## config.mk

```make
export PLATFORM = sky130hd
export DESIGN_NAME = la_clkout
export DESIGN_NICKNAME = d
export VERILOG_FILES = /design/src/rtl/la_clkout.sv
export SDC_FILE = /design/constraint.sdc
export NUM_CORES = 1
export LEC_CHECK = 0
export ABC_AREA = 1
export BUFFER_PORTS_ARGS = -buffer_cell sky130_fd_sc_hd__buf_2
export CORE_MARGIN = 1.5
export CORE_UTILIZATION = 50
export CTS_CLUSTER_DIAMETER = 100
export DETAILED_ROUTE_END_ITERATION = 10
export PLACE_DENSITY = 0.79
export SYNTH_ARGS = -nofsm -noshare
export SYNTH_HDL_FRONTEND = slang
export SYNTH_SLANG_ARGS = --single-unit
```

## constraint.sdc

```tcl
create_clock -name clk -period 1.3 [get_ports clk]
set_input_delay 0.13 -clock clk [delete_from_list [all_inputs] [get_ports clk]]
set_output_delay 0.13 -clock clk [all_outputs]
set_load 0.01 [all_outputs]
```

## src/rtl/la_clkout.sv

```systemverilog
// Core-to-pad divided clock generator with glitch-free start/stop and pad output enable.
// Output always parks low; every emitted phase is exactly div+1 core cycles long.
module la_clkout #(
   parameter int DIVW = 8
) (
   input  logic            clk,
   input  logic            reset,
   input  logic            en,
   input  logic [DIVW-1:0] div,
   output logic            clkout,
   output logic            oe,
   output logic            busy,
   output logic            tick
);

   typedef enum logic [1:0] {
      IDLE = 2'd0,
      PRE  = 2'd1,
      HIGH = 2'd2,
      LOW  = 2'd3
   } state_t;

   state_t          r_state;
   state_t          w_nextState;
   logic [DIVW-1:0] r_cnt;
   logic [DIVW-1:0] r_divq;
   logic [DIVW-1:0] w_nextCnt;
   logic [DIVW-1:0] w_nextDivq;
   logic            w_terminal;
   logic            w_enterHigh;
   logic            r_clkout;
   logic            r_oe;
   logic            r_busy;
   logic            r_tick;

   // div is captured only when a high phase starts, so every period is fully formed.
   always_comb begin
      w_nextState = r_state;
      w_nextCnt   = r_cnt;
      w_nextDivq  = r_divq;
      w_terminal  = (r_cnt == r_divq);
      case (r_state)
         IDLE: begin
            w_nextCnt = '0;
            if (en) begin
               w_nextState = PRE;
            end
         end
         PRE: begin
            w_nextCnt = '0;
            if (en) begin
               w_nextState = HIGH;
               w_nextDivq  = div;
            end else begin
               w_nextState = IDLE;
            end
         end
         HIGH: begin
            if (w_terminal) begin
               w_nextState = LOW;
               w_nextCnt   = '0;
            end else begin
               w_nextCnt = r_cnt + 1'b1;
            end
         end
         LOW: begin
            if (w_terminal) begin
               w_nextCnt = '0;
               if (en) begin
                  w_nextState = HIGH;
                  w_nextDivq  = div;
               end else begin
                  w_nextState = IDLE;
               end
            end else begin
               w_nextCnt = r_cnt + 1'b1;
            end
         end
         default: begin
            w_nextState = IDLE;
            w_nextCnt   = '0;
         end
      endcase
      w_enterHigh = (w_nextState == HIGH) && (r_state != HIGH);
   end

   // Outputs are registered from the next state so they line up with the state register.
   always_ff @(posedge clk) begin
      if (reset) begin
         r_state  <= IDLE;
         r_cnt    <= '0;
         r_divq   <= '0;
         r_clkout <= 1'b0;
         r_oe     <= 1'b0;
         r_busy   <= 1'b0;
         r_tick   <= 1'b0;
      end else begin
         r_state  <= w_nextState;
         r_cnt    <= w_nextCnt;
         r_divq   <= w_nextDivq;
         r_clkout <= (w_nextState == HIGH);
         r_oe     <= (w_nextState != IDLE);
         r_busy   <= (w_nextState != IDLE);
         r_tick   <= w_enterHigh;
      end
   end

   assign clkout = r_clkout;
   assign oe     = r_oe;
   assign busy   = r_busy;
   assign tick   = r_tick;

endmodule

```

## Yosys cells after proc, flatten, opt, wreduce, memory -nomap -nowiden

Cells that the tools add are included.
Widths: inputs -> output; s select.

- Flip-flop bits (word level): 21
- Output and inout bits: 4
- Logic and storage cells: 31

- Add/sub/neg operators: 1
- Eq/ne operators: 7
- Mux-type cells: 10
- Reduce and logical (&&, ||, !) cells: 7

Operator list:

| operator | count |
|---|---|
| $pmux 8 s2 | 2 |
| $mux 8 | 3 |
| $add 8x1->8 const B | 1 |
| $eq 8x8->1 | 1 |
| $mux 2 | 4 |
| $pmux 2 s4 | 1 |
| $eq 2x2->1 const B | 3 |
| $ne 2x2->1 const B | 2 |
| $reduce_bool 2->1 | 2 |
| $reduce_or 2->1 | 2 |
| $eq 2x1->1 const B | 1 |
| $logic_not 2->1 | 1 |
| $reduce_and 2->1 | 1 |
| $logic_and 1x1->1 | 1 |

## Depth between registers and ports, before layout

Gate-level depths: netlist of the first run.

- Depth in word-level cells: 5
- Depth in mapped cells: 11
- Gate-level depth less buffers: 10

## Least setup slack after synthesis of the first run

OpenSTA, ideal clock, no wires.

- Kind: reg-to-reg
- Start: register r_cnt[2]
- End: register r_divq[6]
- Arrival time: 1.126 ns
- Data required time: 1.185 ns
- Path slack: 0.059 ns
- Stages on the path, launching flop included: 10
- Path buffers: 1
- Cells stage by stage: dfxtp_1 xnor2_1 nand2_2 nor2_2 nand2_4 nand2_8 buf_12 nand3_2 nand2_1 nor2_1

- Cells in the longest elaborated chain, start to end: 3

Ends and longest elaborated chain:

| element | RTL line | RTL |
|---|---|---|
| start, declared | 25 | `logic [DIVW-1:0] r_cnt;` |
| start signal, assigned | 99 | `r_cnt <= w_nextCnt;` |
| $eq 8x8->1 | 41 | `w_terminal = (r_cnt == r_divq);` |
| $ne 2x2->1 (no source line) | -- |  |
| $reduce_and 2->1 (no source line) | -- |  |
| end signal, assigned | 100 | `r_divq <= w_nextDivq;` |
| end, declared | 26 | `logic [DIVW-1:0] r_divq;` |

No other way between the ends.
A chain may end at the register's enable or synchronous reset.

## Worst setup path after layout of the first run

- Start: register r_cnt[0]
- End: register r_divq[3]

The elaborated chain is that of the path after synthesis.

==> summary.md, run 1 <==
| Metric | Value |
|---|---|
| Status | finished with violations |
| Failing checks | setup timing |
| Num Clock Sinks | 21 |
| Setup CP Type | register to register |
| Area growth, synth to finish | 39.63% |
| Drt initial violations | 17 |
| CP dominant cell by count | nand2_2 |
| Post-Synthesis Cells | 154 |
| Diodes inserted | 0 |
| Clock slew at reported path FFs | 0.12 ns |
| Slowest CP cell | dfxtp_4 |
| Max Clock Freq | 0.7406 GHz |
| Worst slack at placement | -0.06657 ns |
| Worst Tran Pin Value | 0.3627 ns |
| Antenna viol nets, final | 0 |
| CTS tree | done |
| Final nets | 199 |
| Htree depth | 1 |
| Core area | 2002 um^2 |
| Final hold violation count | 0 |
| Clock Skews | 0.007239 ns |
| Startpoint Class | register |
| CTS buffer count | 3 |
| Headroom to the max-slew limit | 0.7582 |
| Hold Path Class | primary input to register |
| Vias per cell | 5.244 |
| Seq/Total Area, Yosys | 0.3849 |
| RSZ-0062 raised after global routing | yes |
| Period utilization | 1.039 |
| Final worst slack | -0.05019 ns |
| Skew-Pair Late Insertion Delay | 0.32 ns |
| Initial Util | 0.5456 |
| Largest delay share family, worst path | simple AND/OR/NAND/NOR gates |
| Reg2Reg Depth | 10 |
| Number of global-route vias before repair | 975 |
| Static Leakage | 0.7039 nW |
| Via count | 1117 |
| Total Die Area | 2474 um^2 |
| Longest Clk Path Bufs | 2 |
| Commonest non-fill, non-tap cell in the layout | nand2_1 |
| Max Fanout on Critical Path | 6 |
| Core Util, Final | 0.7619 |
| Number of antenna violations at the first check in global routing | 0 |
| Post-DP HPWL | 1647 um |
| PwrDens | 1242 nW/um^2 |
| Crit path required time | 1.52 ns |
| DIE HEIGHT | 49.74 um |
| VDD IR max | 1.226 mV |
| Syn Nets | 166 |
| Ys Warns | 0 |
| Tot GR Track Use | 0.2239 |
| DRC viols | 0 |
| Top-area cell type share of the netlist area | 0.3849 |
| Largest net degree at the start of global routing | 18 |
| Overall die width | 49.74 um |
| Rows | 16 |
| Post-Syn Area per Cell | 7.093 um^2 |
| Grt ovf | 0 |
| Total wire length | 2968 um |
| Synth cell types | 26 |
| Share of cells above drive strength 1 | 0.5108 |
| IO Port Bufs | 14 |
| Most frequent cells in the layout | nand2_1 (29), inv_1 (23), nor2_1 (14), buf_2 (14), buf_4 (14) |
| DR pass1 iterations | 4 |
| Cell Area, Synth | 1092 um^2 |
| Number of cells on the critical path | 10 |
| Max Slew Vio Count | 0 |
| Crit path arrival time | 1.57 ns |
| First-pass GRT wire length | 4209 um |
| CP bufs+invs | 2 |
| Final setup violation count | 12 |
| Worst Hold Depth | 5 |
| Hold_ws | 0.1246 ns |
| #FFs+latches synth | 21 |
| Post-DR wirelength/cell | 13.93 um |
| Number of I/O pins | 15 |
| Post-synth top area cell | dfxtp_1 |
| RePlAce Congestion | 0.7553 |
| Top post-synthesis cells by area | dfxtp_1 (38%), nand2_1 (13%), inv_1 (8.2%) |
| CP max stage delay | 0.42 ns |
| Critical Path Sink Type | register |
| Max Cap Viol | 0 |
| CP Cell Sequence | inv_2 > nand2_2 > nand2_2 > nand2_2 > nor2_4 > nand2_4 > nand2_8 > buf_6 > a21oi_2 > nor2_1 |
| Clock root cell | clkbuf_4 |
| Crit path time final | 1.350 ns |
==> metal layers <==
metal,global-route usage,vias to the layer above,wire [um],share of wire
met5,0,-,0,0
met4,0.09259,0,76,0.026
met3,0.03939,8,169,0.057
met2,0.4133,35,1603,0.54
met1,0.2495,535,1119,0.38
li1,-,539,-,-
==> worst reg2reg max path, cell delays in order, from the launching register on <==
cell and delay, ns:
dfxtp_4 0.42, inv_2 0.05, nand2_2 0.05, nand2_2 0.06
nand2_2 0.10, nor2_4 0.04, nand2_4 0.15, nand2_8 0.10
buf_6 0.13, a21oi_2 0.12, nor2_1 0.04
==> repair_timing <==
action / CTS / global route
hold buffers: 1 / 0
cloned: 1 / 1
endpoints found under the hold margin: 1 / 0
buffers inserted: 2 / 8
pin swaps: 2 / 22
gates resized for setup: 15 / 45
setup endpoints to repair: 14 / 21
==> logic make-up after synthesis <==
family	share of synthesized area
compound gates	0.06988
xor+xnor	0.04010
fa+ha+maj	0.01145
buf+inv	0.1306
flops	0.3849
simple gates	0.3631
==> Yosys cell counts <==
master	n
ha_1	1
a21oi_1	8
a21oi_2	3
buf_4	2
nor2_2	2
nand4_1	2
nand3b_1	1
xnor2_1	3
nor3_2	1
dfxtp_1	21
nor3b_1	1
nand3_2	2
xor2_1	2
nand2_2	2
inv_2	1
nand2_8	1
or2_0	1
clkinv_1	1
nand2_1	37
o21ai_0	2
nand3_1	14
buf_2	2
nor2_1	18
buf_12	1
nand2_4	1
inv_1	24
==> sequential cells by signal, summed over array words and instances (netlist names) <==
| register | count |
|---|---|
| r_cnt | 8 |
| r_divq | 8 |
| r_state | 2 |
| busy | 1 |
| clkout | 1 |
| tick | 1 |
==> metrics by stage <==
step                cells  total power, mW  instance area (um^2)  setup TNS, ns
global placement      196            1.254                  1196              0
detailed placement    196            1.283                  1196        -0.3349
finish                213            1.894                  1525        -0.2995
CTS                   204            1.682                  1290              0
global route          213            1.997                  1525         -1.487
floorplan             154            1.180                  1092              0
==> power by group <==
group | total, mW | leakage [nW] | internal [mW] | switching (mW)
Sequential | 0.799 | 0.180 | 0.713 | 0.0864
Clock | 0.333 | 0.0150 | 0.120 | 0.213
Combinational | 0.761 | 0.508 | 0.320 | 0.442
Total | 1.89 | 0.704 | 1.15 | 0.741
==> final timing paths <==
check                           slack, ns  startpoint        end
worst max-delay path                -0.05    r_cnt[0]  r_divq[3]
worst min-delay path                 0.12      div[4]  r_divq[4]
worst max register to register      -0.05    r_cnt[0]  r_divq[3]
worst min register to register       0.50    r_cnt[0]   r_cnt[0]
==> layout make-up <==
| cell class | count | area (um^2) |
|---|---|---|
| fillers | 154 | 476.7 |
| well taps | 27 | 33.78 |
| inverters | 26 | 97.59 |
| flip-flops and latches | 21 | 454.2 |
| clock buffers | 4 | 26.28 |
| multi-input cells | 104 | 705.7 |
| repair buffers | 31 | 207.7 |
Power figures use the tool's default switching activity.
==> inputs of run 2 (changes only) <==
--- a/config.mk
+++ b/config.mk
@@ -7,7 +7,6 @@
 export LEC_CHECK = 0
 export ABC_AREA = 1
 export BUFFER_PORTS_ARGS = -buffer_cell sky130_fd_sc_hd__buf_2
-export CORE_MARGIN = 1.5
 export CORE_UTILIZATION = 50
 export CTS_CLUSTER_DIAMETER = 100
 export DETAILED_ROUTE_END_ITERATION = 10
==> run 2 against run 1 <==
- the flow still finishes with violations (setup timing)
- critical path type unchanged
- routed wire length is 17% lower
- highest routed layer unchanged
- largest cell class unchanged
- sequential share of layout area is 2.0 points higher
- count of clock-buffer cells in the layout stayed put
- first-iteration DRC count is 5.9% higher
- flip-flop and latch count stayed put
- clock skew is 0.0040 ns lower
==> summary.md, run 2 (synthesized netlist as in run 1, its figures left out) <==
| Metric | Value |
|---|---|
| Grt ovf | 0 (unchanged) |
| Crit path arrival time | 1.53 ns (-0.04 ns) |
| Fin Setup TNS | -0.08618 ns (+0.2133 ns) |
| Multi-input gate area | 668.1 um^2 (-5.3%) |
| Uppermost routed layer | met4 |
| Core Util, Final | 0.7075 (-0.05437) |
| Max Clock Freq | 0.7514 GHz (+1.5%) |
| Failing checks | setup timing |
| Headroom to the max-slew limit | 0.7414 (-0.01684) |
| Setup CP Type | register to register |
| Area growth, synth to finish | 29.67% |
| Placed instance count | 195 (-0.51%) |
| Largest net degree at the start of global routing | 18 (unchanged) |
| Design area | 1416 um^2 (-7.1%) |
| CTS tree | done |
| Crit path required time | 1.50 ns (-0.02 ns) |
| Clock root cell | clkbuf_4 |
| Max Fanout on Critical Path | 6 (unchanged) |
| First-pass GRT wire length | 4043 um (-3.9%) |
| Diodes inserted | 0 (unchanged) |
| Core area | 2002 um^2 (unchanged) |
| Longest Clk Path Bufs | 2 (unchanged) |
| Drt initial violations | 18 (+1) |
| Final hold violation count | 0 (unchanged) |
| Fillers | 147 (-4.5%) |
| Max Slew Vio Count | 0 (unchanged) |
| Post-DR wirelength/cell | 11.97 um (-14%) |
| Met2 WL | 1341 um (-16%) |
| Final nets | 191 (-4.0%) |
| CP Cell Sequence | xnor2_2 > nand2_2 > nor2_4 > nand2_8 > nand2_8 > nand3_2 > nand2_2 > nand2_1 |
| Htree depth | 1 (unchanged) |
| Slowest CP cell | dfxtp_2 |
| DRC viols | 0 (unchanged) |
| Fin cells | 205 (-3.8%) |
| Via count | 1048 (-6.2%) |
| Num Clock Sinks | 21 (unchanged) |
| Clock Skews | 0.003263 ns (-0.003976 ns) |
| Worst Tran Pin Value | 0.3879 ns (+0.02526 ns) |
| CTS buffer count | 3 (unchanged) |
| DR pass1 iterations | 5 (+1) |
| Number of antenna violations at the first check in global routing | 0 (unchanged) |
| Crit path time final | 1.331 ns (-0.01932 ns) |
| Antenna viol nets, final | 0 (unchanged) |
| Final worst slack | -0.03087 ns (+0.01932 ns) |
| Skew-Pair Late Insertion Delay | 0.30 ns (-0.02 ns) |
| RePlAce Congestion | 0.7502 (-0.68%) |
| Critical Path Sink Type | register |
| Hold Path Class | primary input to register |
| RSZ-0062 raised after global routing | yes |
| FF+latch area | 450.4 um^2 (-0.83%) |
| Clock slew at reported path FFs | 0.11 ns (about the same) |
| Number of I/O pins | 15 (unchanged) |
| Startpoint Class | register |
| Commonest non-fill, non-tap cell in the layout | nand2_1 |
| Vias per cell | 5.112 (-2.5%) |
| Share of cells above drive strength 1 | 0.4438 (-0.06693) |
| Number of global-route vias before repair | 958 (-1.7%) |
| Total Die Area | 2376 um^2 (-4.0%) |
| VDD IR max | 1.123 mV (-8.4%) |
| Max Cap Viol | 0 (unchanged) |
| PwrDens | 1242 nW/um^2 (about the same) |
| Met3 wire len | 139 um (-18%) |
| Status | finished with violations |
| Cell Area, Placed | 1189 um^2 (-0.63%) |
| DIE HEIGHT | 48.74 um (-2.0%) |
| Tot GR Track Use | 0.2211 (-0.002813) |
| Rows | 16 (unchanged) |
| IO Port Bufs | 14 (unchanged) |
| Period utilization | 1.024 (-0.01486) |
| Static Leakage | 0.6235 nW (-11%) |
| Total wire length | 2454 um (-17%) |
| Most frequent cells in the layout | nand2_1 (30), inv_1 (21), nor2_1 (17) |
| Overall die width | 48.74 um (-2.0%) |
| Met1 WL | 955 um (-15%) |
| Final setup violation count | 5 (-7) |
| Initial Util | 0.5456 (unchanged) |
| Post-DP HPWL | 1587 um (-3.6%) |
| CP max stage delay | 0.35 ns (-0.07 ns) |
| Top flop regs | r_cnt: 8 flops, r_divq: 8 flops, r_state: 2 flops |
==> run 2: final timing paths <==
path         startpoint   endpoint  slack [ns]  cells after the start
max            r_cnt[7]       busy       -0.03                      8
min              div[1]  r_divq[1]        0.15                      5
max reg2reg    r_cnt[7]       busy       -0.03                      8
min reg2reg    r_cnt[0]   r_cnt[0]        0.47                      1
==> run 2: timing repair <==
action | CTS | global route
setup buffers | 0 | 3
gates resized for setup | 23 | 25
endpoints found under the hold margin | 1 | 0
cloned | 2 | 0
hold buffers | 1 | 0
endpoints found under the setup margin | 14 | 21
pin swaps | 7 | 14
==> run 2: critical path: cells and delay by family, from the launching register on <==
family | cells | cell delay [ns]
flip-flops | 1 | 0.35
AND/OR/NAND/NOR | 7 | 0.70
XOR/XNOR | 1 | 0.17
==> run 2: layout make-up <==
class,count,share of cell area
Inverter,26,0.06890
Sequential cell,21,0.3180
Timing Repair Buffer,23,0.09894
Multi-Input combinational cell,104,0.4717
Tap cell,27,0.02385
Clock buffer,4,0.01855
==> run 2: power breakdown <==
group          switching, mW  leakage, nW  total [mW]  internal [mW]
Combinational          0.394        0.429       0.655          0.261
Clock                  0.184       0.0150       0.304          0.120
Sequential            0.0880        0.180       0.800          0.712
Total                  0.666        0.624        1.76           1.09
==> run 2: stage by stage <==
stage	hold slack, ns	worst slack, ns	total power [mW]
4_1_cts	0.1383	-0.02340	1.696
2_1_floorplan	0.2015	0.05937	1.180
3_3_place_gp	0.3019	0.004895	1.232
5_1_grt	0.1412	-0.1256	1.878
6_report	0.1484	-0.03087	1.759
3_5_place_dp	0.3051	-0.08359	1.253
==> run 2: per-layer routing <==
| layer | up-vias | global-route usage |
|---|---|---|
| met5 | - | 0 |
| li1 | 534 | - |
| met2 | 34 | 0.4097 |
| met4 | 0 | 0.05392 |
| met3 | 2 | 0.06289 |
| met1 | 478 | 0.2451 |
==> inputs of run 3 (changes only) <==
--- a/config.mk
+++ b/config.mk
@@ -7,10 +7,11 @@
 export LEC_CHECK = 0
 export ABC_AREA = 1
 export BUFFER_PORTS_ARGS = -buffer_cell sky130_fd_sc_hd__buf_2
-export CORE_UTILIZATION = 50
+export CORE_UTILIZATION = 45
 export CTS_CLUSTER_DIAMETER = 100
 export DETAILED_ROUTE_END_ITERATION = 10
-export PLACE_DENSITY = 0.79
+export PLACE_DENSITY = 0.72
+export SKIP_CTS_REPAIR_TIMING = 1
 export SYNTH_ARGS = -nofsm -noshare
 export SYNTH_HDL_FRONTEND = slang
 export SYNTH_SLANG_ARGS = --single-unit
==> run 3 against run 2 <==
- critical path depth is the same
- global-route usage shrank 3.9 points
- critical endpoint is now r_divq[1]
- largest power group unchanged
- combinational power shrank 7.5%
- flip-flop and latch count is the same
- the run still ends with setup timing left
- cell count grew 0.98%
- sequential share of layout area shrank 0.24 points
- count of clock-buffer cells in the layout is the same
- utilization shrank 8.0 points
==> summary.md, run 3 (synthesized netlist as in run 1, its figures left out) <==
| Metric | Value |
|---|---|
| Number of I/O pins | 15 (unchanged) |
| CP max stage delay | 0.35 ns (about the same) |
| DIE HEIGHT | 51.27 um (+5.2%) |
| Gate power share | 0.354 (-0.018) |
| Share of cells above drive strength 1 | 0.4190 (-0.02483) |
| VDD IR max | 0.9525 mV (-15%) |
| Status | finished with violations |
| Longest Clk Path Bufs | 2 (unchanged) |
| Worst r2r src | r_divq[7] |
| Clock root cell | clkbuf_4 |
| Commonest non-fill, non-tap cell in the layout | nand2_1 |
| Sequential share of power | 0.461 (+0.006) |
| Clock slew at reported path FFs | 0.11 ns (about the same) |
| First-pass GRT wire length | 3539 um (-12%) |
| Headroom to the max-slew limit | 0.5806 (-0.1608) |
| Htree depth | 1 (unchanged) |
| Design area | 1415 um^2 (about the same) |
| Worst slack at placement | -0.06612 ns (+0.01747 ns) |
| Max Fanout on Critical Path | 6 (unchanged) |
| Static Leakage | 0.6512 nW (+4.4%) |
| Antenna viol nets, final | 0 (unchanged) |
| Post-DR wirelength/cell | 12.03 um (+0.53%) |
| Area growth, synth to finish | 29.55% (about the same) |
| CTS tree | done |
| RePlAce Congestion | 0.7574 (+0.96%) |
| Max Slew Vio Count | 0 (unchanged) |
| Setup crit end | r_divq[1] |
| Hold Startpoint | div[5] |
| Failing checks | setup timing |
| Clock Skews | 0.005272 ns (+0.002010 ns) |
| Reg2Reg Depth | 8 (unchanged) |
| Final nets | 192 (+0.52%) |
| Worst Tran Pin Value | 0.6283 ns (+0.2404 ns) |
| Crit path time final | 1.323 ns (-0.007815 ns) |
| Via count | 1014 (-3.2%) |
| Top flop regs | r_cnt: 8 flops, r_divq: 8 flops, r_state: 2 flops |
| Post-DP HPWL | 1518 um (-4.4%) |
| PwrDens | 1210 nW/um^2 (-2.6%) |
| CP dominant cell by count | nand2_4 |
| Rows | 17 (+1) |
| Final hold violation count | 0 (unchanged) |
| Cell Area, Placed | 1205 um^2 (+1.4%) |
| Total Die Area | 2628 um^2 (+11%) |
| Num Clock Sinks | 21 (unchanged) |
| Core area | 2255 um^2 (+13%) |
| Setup crit start | r_divq[7] |
| Final worst slack | -0.02306 ns (+0.007815 ns) |
| Drt initial violations | 11 (-7) |
| Largest net degree at the start of global routing | 20 (+2) |
| IO Port Bufs | 14 (unchanged) |
| RSZ-0062 raised after global routing | yes |
| Number of global-route vias before repair | 873 (-8.9%) |
| Vias per cell | 4.899 (-4.2%) |
| Hold Path Class | primary input to register |
| Total wire length | 2491 um (+1.5%) |
| Max Clock Freq | 0.7558 GHz (+0.59%) |
| Final setup violation count | 7 (+2) |
| CTS buffer count | 3 (unchanged) |
| Grt ovf | 0 (unchanged) |
| CP Cell Sequence | xnor2_2 > nand2_2 > nor2_4 > nand2_4 > nand2_4 > nand3_1 > nand2_1 > nor2_1 |
| Slowest CP cell | dfxtp_2 |
| P_int | 1.064 mW (-2.6%) |
| Most frequent cells in the layout | nand2_1 (31), inv_1 (22), nor2_1 (18) |
| Startpoint Class | register |
| Initial Util | 0.4845 (-0.06116) |
| RR Endpoint | r_divq[1] |
| Reg-to-reg slack, setup | -0.02 ns (about the same) |
| Net Sw Frac | 0.3781 (-0.0008262) |
| Critical Path Sink Type | register |
| Overall die width | 51.27 um (+5.2%) |
| Clock share of power | 0.185 (+0.012) |
| Skew-Pair Late Insertion Delay | 0.31 ns (about the same) |
| Tot GR Track Use | 0.1826 (-0.03851) |
| Period utilization | 1.018 (-0.006012) |
| Setup CP Type | register to register |
| Core Util, Final | 0.6276 (-0.07986) |
| Switching pwr | 0.6472 mW (-2.9%) |
| DR pass1 iterations | 4 (-1) |
| Max Cap Viol | 0 (unchanged) |
| Number of antenna violations at the first check in global routing | 0 (unchanged) |
| Crit path required time | 1.51 ns (about the same) |
| Diodes inserted | 0 (unchanged) |
| Crit path arrival time | 1.53 ns (about the same) |
| DRC viols | 0 (unchanged) |
==> run 3: worst max-delay path, delay by kind of cell, from the launching register on <==
kind	cells	cell delay [ns]
DFF	1	0.35
and+or+nand+nor	7	0.72
xor gates and xnor gates	1	0.15
==> run 3: how the worst min path moves through the flow <==
stage,endpoint,slack [ns],depth (start not counted)
after floorplan,tick,0.20,1
after CTS,tick,-0.03,2
after detailed placement,tick,0.31,2
final,r_divq[5],0.13,5
after global placement,tick,0.30,2
after global routing,r_divq[5],0.14,5
==> run 3: power by group through the flow <==
stage / Clock (mW) / Combinational [mW] / Sequential (mW)
2_1_floorplan: 0 / 0.411 / 0.769
3_3_place_gp: 0 / 0.449 / 0.782
3_5_place_dp: 0 / 0.464 / 0.786
4_1_cts: 0.322 / 0.468 / 0.771
5_1_grt: 0.347 / 0.664 / 0.798
6_report: 0.317 / 0.606 / 0.789
==> run 3: per-stage QoR <==
step / hold WS (ns) / setup TNS (ns) / std cells / total power, mW
after CTS: -0.02584 / -0.5406 / 202 / 1.561
after detailed placement: 0.3077 / -0.2031 / 198 / 1.250
after global placement: 0.3020 / -0.003413 / 198 / 1.231
after global routing: 0.1435 / -1.250 / 207 / 1.810
after floorplan: 0.2015 / 0 / 154 / 1.180
final: 0.1283 / -0.07375 / 207 / 1.712
==> run 3: per-layer routing <==
layer	global-route usage	vias to the layer above	share of wire
li1	-	526	-
met1	0.2058	466	0.43
met2	0.3289	17	0.52
met3	0.05357	5	0.045
met4	0.05405	0	0.011
met5	0	-	0
==> run 3: final cells by class <==
cell class	instances	area, um^2
fill	217	839.6
multi-input combinational	104	659.4
sequential	21	446.7
timing repair buffer	24	147.6
inverter	26	100.1
tap	28	35.03
clock buffer	4	26.28
